[config.mk]
export PLATFORM = sky130hd
export DESIGN_NAME = mux_serial_sequencer_flat
export DESIGN_NICKNAME = d
export VERILOG_FILES = /design/src/rtl/mux_serial_sequencer_if.sv /design/src/rtl/mux_serial_sequencer.sv /design/src/flat_wrapper.sv
export SDC_FILE = /design/constraint.sdc
export NUM_CORES = 1
export LEC_CHECK = 0
export ABC_AREA = 1
export BUFFER_PORTS_ARGS = -buffer_cell sky130_fd_sc_hd__buf_2
export CORE_ASPECT_RATIO = 0.9
export CORE_MARGIN = 2
export CORE_UTILIZATION = 30
export DETAILED_ROUTE_END_ITERATION = 10
export HOLD_SLACK_MARGIN = 0.03
export PLACE_DENSITY = 0.62
export SLEW_MARGIN = 20
export SYNTH_ARGS = -nofsm -noshare
export SYNTH_HDL_FRONTEND = slang
export SYNTH_SLANG_ARGS = --single-unit
[constraint.sdc]
create_clock -name clk -period 2.05 [get_ports clk]
set_clock_uncertainty 0.1 [all_clocks]
set_input_delay 0.41 -clock clk [delete_from_list [all_inputs] [get_ports clk]]
set_output_delay 0.41 -clock clk [all_outputs]
set_load 0.02 [all_outputs]
[src/rtl/mux_serial_sequencer_if.sv]
`default_nettype none
// ---------------------------------------------------------------------------
// mux_serial_sequencer_if : word handshake, mux8x1 bus and serial stream
// Rev 1.0
// ---------------------------------------------------------------------------
interface mux_serial_sequencer_if;
  logic       flush;
  logic [7:0] in_data;
  logic       in_valid;
  logic       in_ready;
  logic [7:0] mux_d;
  logic [2:0] mux_s;
  logic       mux_y;
  logic       ser_bit;
  logic       ser_valid;
  logic       ser_first;
  logic       ser_last;
  logic       busy;

  // master is the surrounding environment (word source, mux8x1, stream sink)
  modport master (
    output flush, in_data, in_valid, mux_y,
    input  in_ready, mux_d, mux_s, ser_bit, ser_valid, ser_first, ser_last, busy
  );

  modport slave (
    input  flush, in_data, in_valid, mux_y,
    output in_ready, mux_d, mux_s, ser_bit, ser_valid, ser_first, ser_last, busy
  );
endinterface
`default_nettype wire

[src/rtl/mux_serial_sequencer.sv]
`default_nettype none
// ---------------------------------------------------------------------------
// mux_serial_sequencer : steps mux8x1 select over a held word, emits framed bits
// Rev 1.0
// ---------------------------------------------------------------------------
module mux_serial_sequencer #(
  parameter int BIT_CYCLES = 1,
  parameter bit MSB_FIRST  = 1'b0
) (
  input  logic                  clk,
  input  logic                  rst_n,
  mux_serial_sequencer_if.slave bus
);
  localparam int               DIV_W    = (BIT_CYCLES > 1) ? $clog2(BIT_CYCLES) : 1;
  localparam logic [DIV_W-1:0] DIV_LAST = DIV_W'(BIT_CYCLES - 1);
  localparam logic [2:0]       START    = MSB_FIRST ? 3'd7 : 3'd0;

  typedef enum logic [0:0] {
    IDLE  = 1'b0,
    SHIFT = 1'b1
  } state_t;

  state_t           state;
  logic [2:0]       bit_cnt;
  logic [DIV_W-1:0] div_cnt;
  logic [7:0]       mux_d;
  logic [2:0]       mux_s;
  logic             ser_bit;
  logic             ser_valid;
  logic             ser_first;
  logic             ser_last;

  logic term;
  logic word_done;
  logic accept;

  assign term      = (state == SHIFT) && (div_cnt == DIV_LAST);
  assign word_done = term && (bit_cnt == 3'd7);
  // Ready on the final bit's edge lets the next word start with no idle cycle
  assign bus.in_ready = !bus.flush && ((state == IDLE) || word_done);
  assign accept       = bus.in_valid && bus.in_ready;

  always_ff @(posedge clk or negedge rst_n) begin
    if (!rst_n) begin
      state     <= IDLE;
      bit_cnt   <= 3'd0;
      div_cnt   <= '0;
      mux_d     <= 8'd0;
      mux_s     <= START;
      ser_bit   <= 1'b0;
      ser_valid <= 1'b0;
      ser_first <= 1'b0;
      ser_last  <= 1'b0;
    end else begin
      ser_valid <= 1'b0;
      ser_first <= 1'b0;
      ser_last  <= 1'b0;
      if (bus.flush) begin
        state   <= IDLE;
        mux_s   <= START;
        bit_cnt <= 3'd0;
        div_cnt <= '0;
      end else begin
        if (term) begin
          ser_bit   <= bus.mux_y;
          ser_valid <= 1'b1;
          ser_first <= (bit_cnt == 3'd0);
          ser_last  <= (bit_cnt == 3'd7);
          div_cnt   <= '0;
          if (bit_cnt != 3'd7) begin
            bit_cnt <= bit_cnt + 3'd1;
            mux_s   <= MSB_FIRST ? (mux_s - 3'd1) : (mux_s + 3'd1);
          end else begin
            state <= IDLE;
            mux_s <= START;
          end
        end else if (state == SHIFT) begin
          div_cnt <= div_cnt + 1'b1;
        end
        // Accept overrides the end-of-word return to IDLE
        if (accept) begin
          mux_d   <= bus.in_data;
          mux_s   <= START;
          bit_cnt <= 3'd0;
          div_cnt <= '0;
          state   <= SHIFT;
        end
      end
    end
  end

  assign bus.mux_d     = mux_d;
  assign bus.mux_s     = mux_s;
  assign bus.ser_bit   = ser_bit;
  assign bus.ser_valid = ser_valid;
  assign bus.ser_first = ser_first;
  assign bus.ser_last  = ser_last;
  assign bus.busy      = (state == SHIFT);
endmodule
`default_nettype wire

[src/flat_wrapper.sv]
// flat-port wrapper written by rule: the top's interface ports become plain ports
module mux_serial_sequencer_flat 
#(
  parameter int BIT_CYCLES = 1,
  parameter bit MSB_FIRST  = 1'b0
)
  (clk, rst_n, bus_flush, bus_in_data, bus_in_valid, bus_mux_y, bus_in_ready, bus_mux_d, bus_mux_s, bus_ser_bit, bus_ser_valid, bus_ser_first, bus_ser_last, bus_busy);
  mux_serial_sequencer_if bus_i ();
  input  logic clk;
  input  logic rst_n;
  input wire logic [$bits(bus_i.flush)-1:0] bus_flush;
  input wire logic [$bits(bus_i.in_data)-1:0] bus_in_data;
  input wire logic [$bits(bus_i.in_valid)-1:0] bus_in_valid;
  input wire logic [$bits(bus_i.mux_y)-1:0] bus_mux_y;
  output wire logic [$bits(bus_i.in_ready)-1:0] bus_in_ready;
  output wire logic [$bits(bus_i.mux_d)-1:0] bus_mux_d;
  output wire logic [$bits(bus_i.mux_s)-1:0] bus_mux_s;
  output wire logic [$bits(bus_i.ser_bit)-1:0] bus_ser_bit;
  output wire logic [$bits(bus_i.ser_valid)-1:0] bus_ser_valid;
  output wire logic [$bits(bus_i.ser_first)-1:0] bus_ser_first;
  output wire logic [$bits(bus_i.ser_last)-1:0] bus_ser_last;
  output wire logic [$bits(bus_i.busy)-1:0] bus_busy;
  assign bus_i.flush = bus_flush;
  assign bus_i.in_data = bus_in_data;
  assign bus_i.in_valid = bus_in_valid;
  assign bus_i.mux_y = bus_mux_y;
  assign bus_in_ready = bus_i.in_ready;
  assign bus_mux_d = bus_i.mux_d;
  assign bus_mux_s = bus_i.mux_s;
  assign bus_ser_bit = bus_i.ser_bit;
  assign bus_ser_valid = bus_i.ser_valid;
  assign bus_ser_first = bus_i.ser_first;
  assign bus_ser_last = bus_i.ser_last;
  assign bus_busy = bus_i.busy;
  mux_serial_sequencer #(.BIT_CYCLES(BIT_CYCLES), .MSB_FIRST(MSB_FIRST)) u_core (.clk(clk), .rst_n(rst_n), .bus(bus_i));
endmodule
== Yosys cells after proc, flatten, opt, wreduce, memory -nomap -nowiden ==
Cells that the tools add are included.
Word-level totals
  register bits: 20
  input port bits: 13
  logic and storage cells: 54
Cells by class
  $add $sub $neg: 3
  equality and inequality tests: 3
  muxes and demuxes: 22
  bitwise operators: 3
  reduce and logical (&&, ||, !) cells: 14
Operator list (number)
  $mux 3: 8
  $mux 1: 14
  $reduce_and 2->1: 4
  $add 3x1->3 const B: 2
  $reduce_bool 3->1: 2
  $logic_and 1x1->1: 4
  $reduce_bool 4->1: 1
  $eq 3x3->1 const B: 1
  $logic_not 3->1: 1
  $ne 3x2->1 const B: 1
  $ne 3x3->1 const B: 1
  $not 1->1: 3
  $add 1x1->1 const B: 1
  $logic_not 1->1: 1
  $logic_or 1x1->1: 1

== Logic depth before layout (Yosys ltp) ==
  depth in word-level cells: 8
  mapped depth: 8

== Least setup slack after synthesis ==
No wires, ideal clock.
  kind: reg-to-output
  start point: register u_core.state (netlist: u_core.bus.busy)
  end point: output bus_in_ready
  arrival: 1.255 ns
  data required time: 1.540 ns
  slack: 0.285 ns
  cell stages (with the launch flop): 5
  path buffers: 0
  cells stage by stage: dfrtp_1 > nand2_4 > nor2_1 > inv_1 > o22ai_1
Between the ends
  cells in the longest elaborated chain, start to end: 4
  elaborated cells between the ends (all ways): 5
Ends and longest elaborated chain
  start, declared: line mux_serial_sequencer.sv:23  | state_t state;
  start signal, assigned: line mux_serial_sequencer.sv:45  | state <= IDLE;
  start signal, assigned: line mux_serial_sequencer.sv:59  | state <= IDLE;
  start signal, assigned: line mux_serial_sequencer.sv:74  | state <= IDLE;
  $logic_and 1x1->1: line mux_serial_sequencer.sv:37  | assign term = (state == SHIFT) && (div_cnt == DIV_LAST);
  $logic_and 1x1->1: line mux_serial_sequencer.sv:38  | assign word_done = term && (bit_cnt == 3'd7);
  $logic_or 1x1->1 *: line mux_serial_sequencer.sv:40  | assign bus.in_ready = !bus.flush && ((state == IDLE) || word_done);
  $logic_and 1x1->1 *: line mux_serial_sequencer.sv:40
  end, declared: line flat_wrapper.sv:15  | output wire logic [$bits(bus_i.in_ready)-1:0] bus_in_ready;
Mark *: on every way between the ends. The rest lies on a longest branch, timed or not.

== Worst setup path after layout ==
  start point: register u_core.bit_cnt[0]
  end point: output bus_in_ready
Between the ends
  cells in the longest elaborated chain, start to end: 4
Ends and longest elaborated chain
  start, declared: line mux_serial_sequencer.sv:24  | logic [2:0] bit_cnt;
  start signal, assigned: line mux_serial_sequencer.sv:71  | bit_cnt <= bit_cnt + 3'd1;
  $eq 3x3->1: line mux_serial_sequencer.sv:38
  $logic_and 1x1->1: line mux_serial_sequencer.sv:38
  $logic_or 1x1->1: line mux_serial_sequencer.sv:40
  $logic_and 1x1->1: line mux_serial_sequencer.sv:40
No other way between the ends.

==> impl_metrics.toml <==
[logic_synthesis]
post_synthesis_cell_area_um2 = 924.6
synth-edff-count = 0
ys_async_sr_fraction_pct = 100.0
yosys_register_bits = 20
post_synth_inst_count = 97
synth_nets = 114
seq_area_frac_synth_pct = 54.13
avgSynthCellArea_um2 = 9.532
synthDistinctLibCells = 17
ys.warnings.count = 0
synthFlopType = "sky130_fd_sc_hd__dfrtp_1"

[sta]
timing.final.hold_violations = 0
finalSetupViolations = 0
relative_max_transition_margin_pct = 71.57
period_share_pct = 96.03
fmax_ghz = 0.5080
final_period_minus_worst_setup_slack_ns = 1.969
finalMaxSlewViolations = 0
timing_worst_slew_pin_value_ns = 0.4265

[cells_and_area]
layout-area-overhead-vs-synth_pct = 33.15
insertedDiodeCount = 0
fillerInstances = 314
layout_commonest_cell = "sky130_fd_sc_hd__buf_2"
final_util_pct = 41.10
design.final.nets = 154
most-common-layout-cells = "sky130_fd_sc_hd__buf_2 (28), sky130_fd_sc_hd__nand2_1 (21), sky130_fd_sc_hd__dfrtp_1 (20)"
final_layout_size_suffix_gt1_share_pct = 39.71

[routing]
drtPass1Iterations = 4
wire_per_inst_um = 9.764
drc = 0
route.detailed.vias_per_inst = 4.191
detailroute.via_count = 746
wirelength_um = 1738
antenna_violating_nets_left = 0
dr_iter_0_viols = 29

[critical_path]
critical-path-slowest-cell = "sky130_fd_sc_hd__dfrtp_1"
crit_family = "flip-flops"
crit_buf_inv = 2
r2r.worst_path.cells = 8
worstSetupStartpointType = "register"
critical_path.max_stage_delay_ns = 0.42
timing.critical_path.fanout_max = 6
worst_ep_arrival_time_ns = 1.46
timing.critical_path.cells = "ha_1, ha_2, inv_2, o22ai_1, buf_4"
end_kind = "primary output"
ws_path_type = "register to primary output"
worstSetupPathDepth = 5
worstPathRequired_ns = 1.54

[floorplanning]
initial_core_util_pct = 30.87
io_pins = 30
total_core_area_um2 = 2995
die_h_um = 56.67
floorplan.die.width_um = 62.52
dieArea_um2 = 3543
fp-row-count = 19

[placement]
post-dp-hpwl_um = 1311
gp_routability_congestion = 0.7809
port-buffer-count = 29

[global_routing]
grt_pass1_wl_um = 2946
number_of_global_route_vias_before_repair = 678
track_usage_pct = 10.81
globalRouteOverflowTotal = 0
grt_antenna_before_repair = 0
grt_max_degree = 21

[cts]
clkLatencyLatePin_ns = 0.31
max-clock-path-buffers = 2
clock_transition_at_path_regs_ns = 0.10
cts_tree = "yes"
cts_root_buffer = "sky130_fd_sc_hd__clkbuf_4"
numCtsBuffers = 3
clock_sinks = 20
total_number_of_h_tree_levels = 1

[flow_run]
max_cap_violations = 0

[hold_path]
hold_depth = 3
min_path_type = "input pin to register"

[power_and_ir_drop]
static-leakage-power_nw = 0.6673
report.power.total_mw = 1.015
powerDensity_nw_per_um2 = 824.5
ir_drop_worst_case_vdd_uv = 348.5

[outcome]
status = "finished clean"
[where the power goes]
part | internal [mW] | total [mW] | switching (mW) | leakage [nW]
Sequential | 0.440 | 0.469 | 0.0294 | 0.262
Clock | 0.198 | 0.317 | 0.119 | 0.0279
Combinational | 0.0824 | 0.229 | 0.146 | 0.378
[cell type report]
cell class	instances	area, um2	share of cell area, %
clock buffers	3	22.52	1.829
clock inverters	1	30.03	2.439
inverters	18	67.56	5.488
multi-input cells	58	355.3	28.86
flip-flops and latches	20	500.5	40.65
well taps	42	52.55	4.268
repair buffers	36	202.7	16.46
[cells by family after synthesis]
group,synth area share [%]
compound gates,12.72
buf+inv,8.526
fa+ha+maj,5.413
xor+xnor,0.9474
simple gates,18.27
flops,54.13
[per-stage QoR]
stage / std cells / TNS (ns) / instance area (um2) / hold slack, ns / setup slack, ns
4_1_cts: 172 / 0 / 1176 / 0.2054 / 0.008067
2_1_floorplan: 97 / 0 / 924.6 / 0.01441 / 0.2850
3_5_place_dp: 167 / 0 / 1111 / 0.2779 / 0.2494
6_report: 178 / 0 / 1231 / 0.2137 / 0.08135
3_3_place_gp: 167 / 0 / 1111 / 0.2786 / 0.2853
5_1_grt: 178 / -0.004709 / 1231 / 0.2033 / -0.003117
[cells in the mapped netlist (2+ instances only)]
| cell type | number | area, um2 |
|---|---|---|
| sky130_fd_sc_hd__inv_1 | 16 | 60.06 |
| sky130_fd_sc_hd__a21oi_1 | 5 | 25.02 |
| sky130_fd_sc_hd__nand2_1 | 21 | 78.83 |
| sky130_fd_sc_hd__nor2_1 | 8 | 30.03 |
| sky130_fd_sc_hd__inv_2 | 2 | 7.510 |
| sky130_fd_sc_hd__o21ai_2 | 9 | 78.83 |
| sky130_fd_sc_hd__ha_1 | 4 | 50.05 |
| sky130_fd_sc_hd__nand3_1 | 4 | 20.02 |
| sky130_fd_sc_hd__dfrtp_1 | 20 | 500.5 |
[path summary, 6_finish.rpt]
kind                                    from              endpoint  slack, ns
min in group asynchronous              rst_n   u_core.bus.mux_d[5]       0.45
min reg2reg                u_core.bit_cnt[2]  u_core.bus.ser_first       0.38
max                        u_core.bit_cnt[0]          bus_in_ready       0.08
max reg2reg                u_core.bit_cnt[0]     u_core.bit_cnt[0]       0.15
min                                bus_mux_y    u_core.bus.ser_bit       0.21
max in group asynchronous              rst_n  u_core.bus.ser_first       1.09
[worst register-to-register path, stage by stage, from the launching register on]
cell and delay, ns:
sky130_fd_sc_hd__dfrtp_1 0.39, sky130_fd_sc_hd__ha_1 0.17, sky130_fd_sc_hd__ha_2 0.18, sky130_fd_sc_hd__inv_2 0.06, sky130_fd_sc_hd__buf_4 0.14, sky130_fd_sc_hd__o21ai_2 0.17, sky130_fd_sc_hd__nand3_4 0.25, sky130_fd_sc_hd__nand2_1 0.26
sky130_fd_sc_hd__nor2_1 0.08
[flip-flops by register name, indices dropped and copies added, names as in the netlist]
register              cells
u_core.bus.ser_bit        1
u_core.bit_cnt            3
u_core.div_cnt            1
u_core.bus.ser_first      1
u_core.bus.mux_d          8
u_core.bus.mux_s          3
u_core.bus.busy           1
u_core.bus.ser_last       1
u_core.bus.ser_valid      1
[what timing repair did]
action | in CTS | in global routing
resized for setup | 1 | 3
setup endpoints to repair | 1 | 1
hold buffers | 1 | 0
buffers inserted | 0 | 6
hold endpoints to repair | 20 | 0
[per-layer routing]
| layer | track usage (%) | vias to the layer above | share of wire [%] |
|---|---|---|---|
| li1 | - | 383 | - |
| met1 | 14.56 | 343 | 46 |
| met2 | 15.51 | 16 | 49 |
| met3 | 2.204 | 4 | 3.0 |
| met4 | 7.619 | 0 | 2.2 |
| met5 | 0 | - | 0 |
Note: power is estimated with default switching activity, not from simulation.
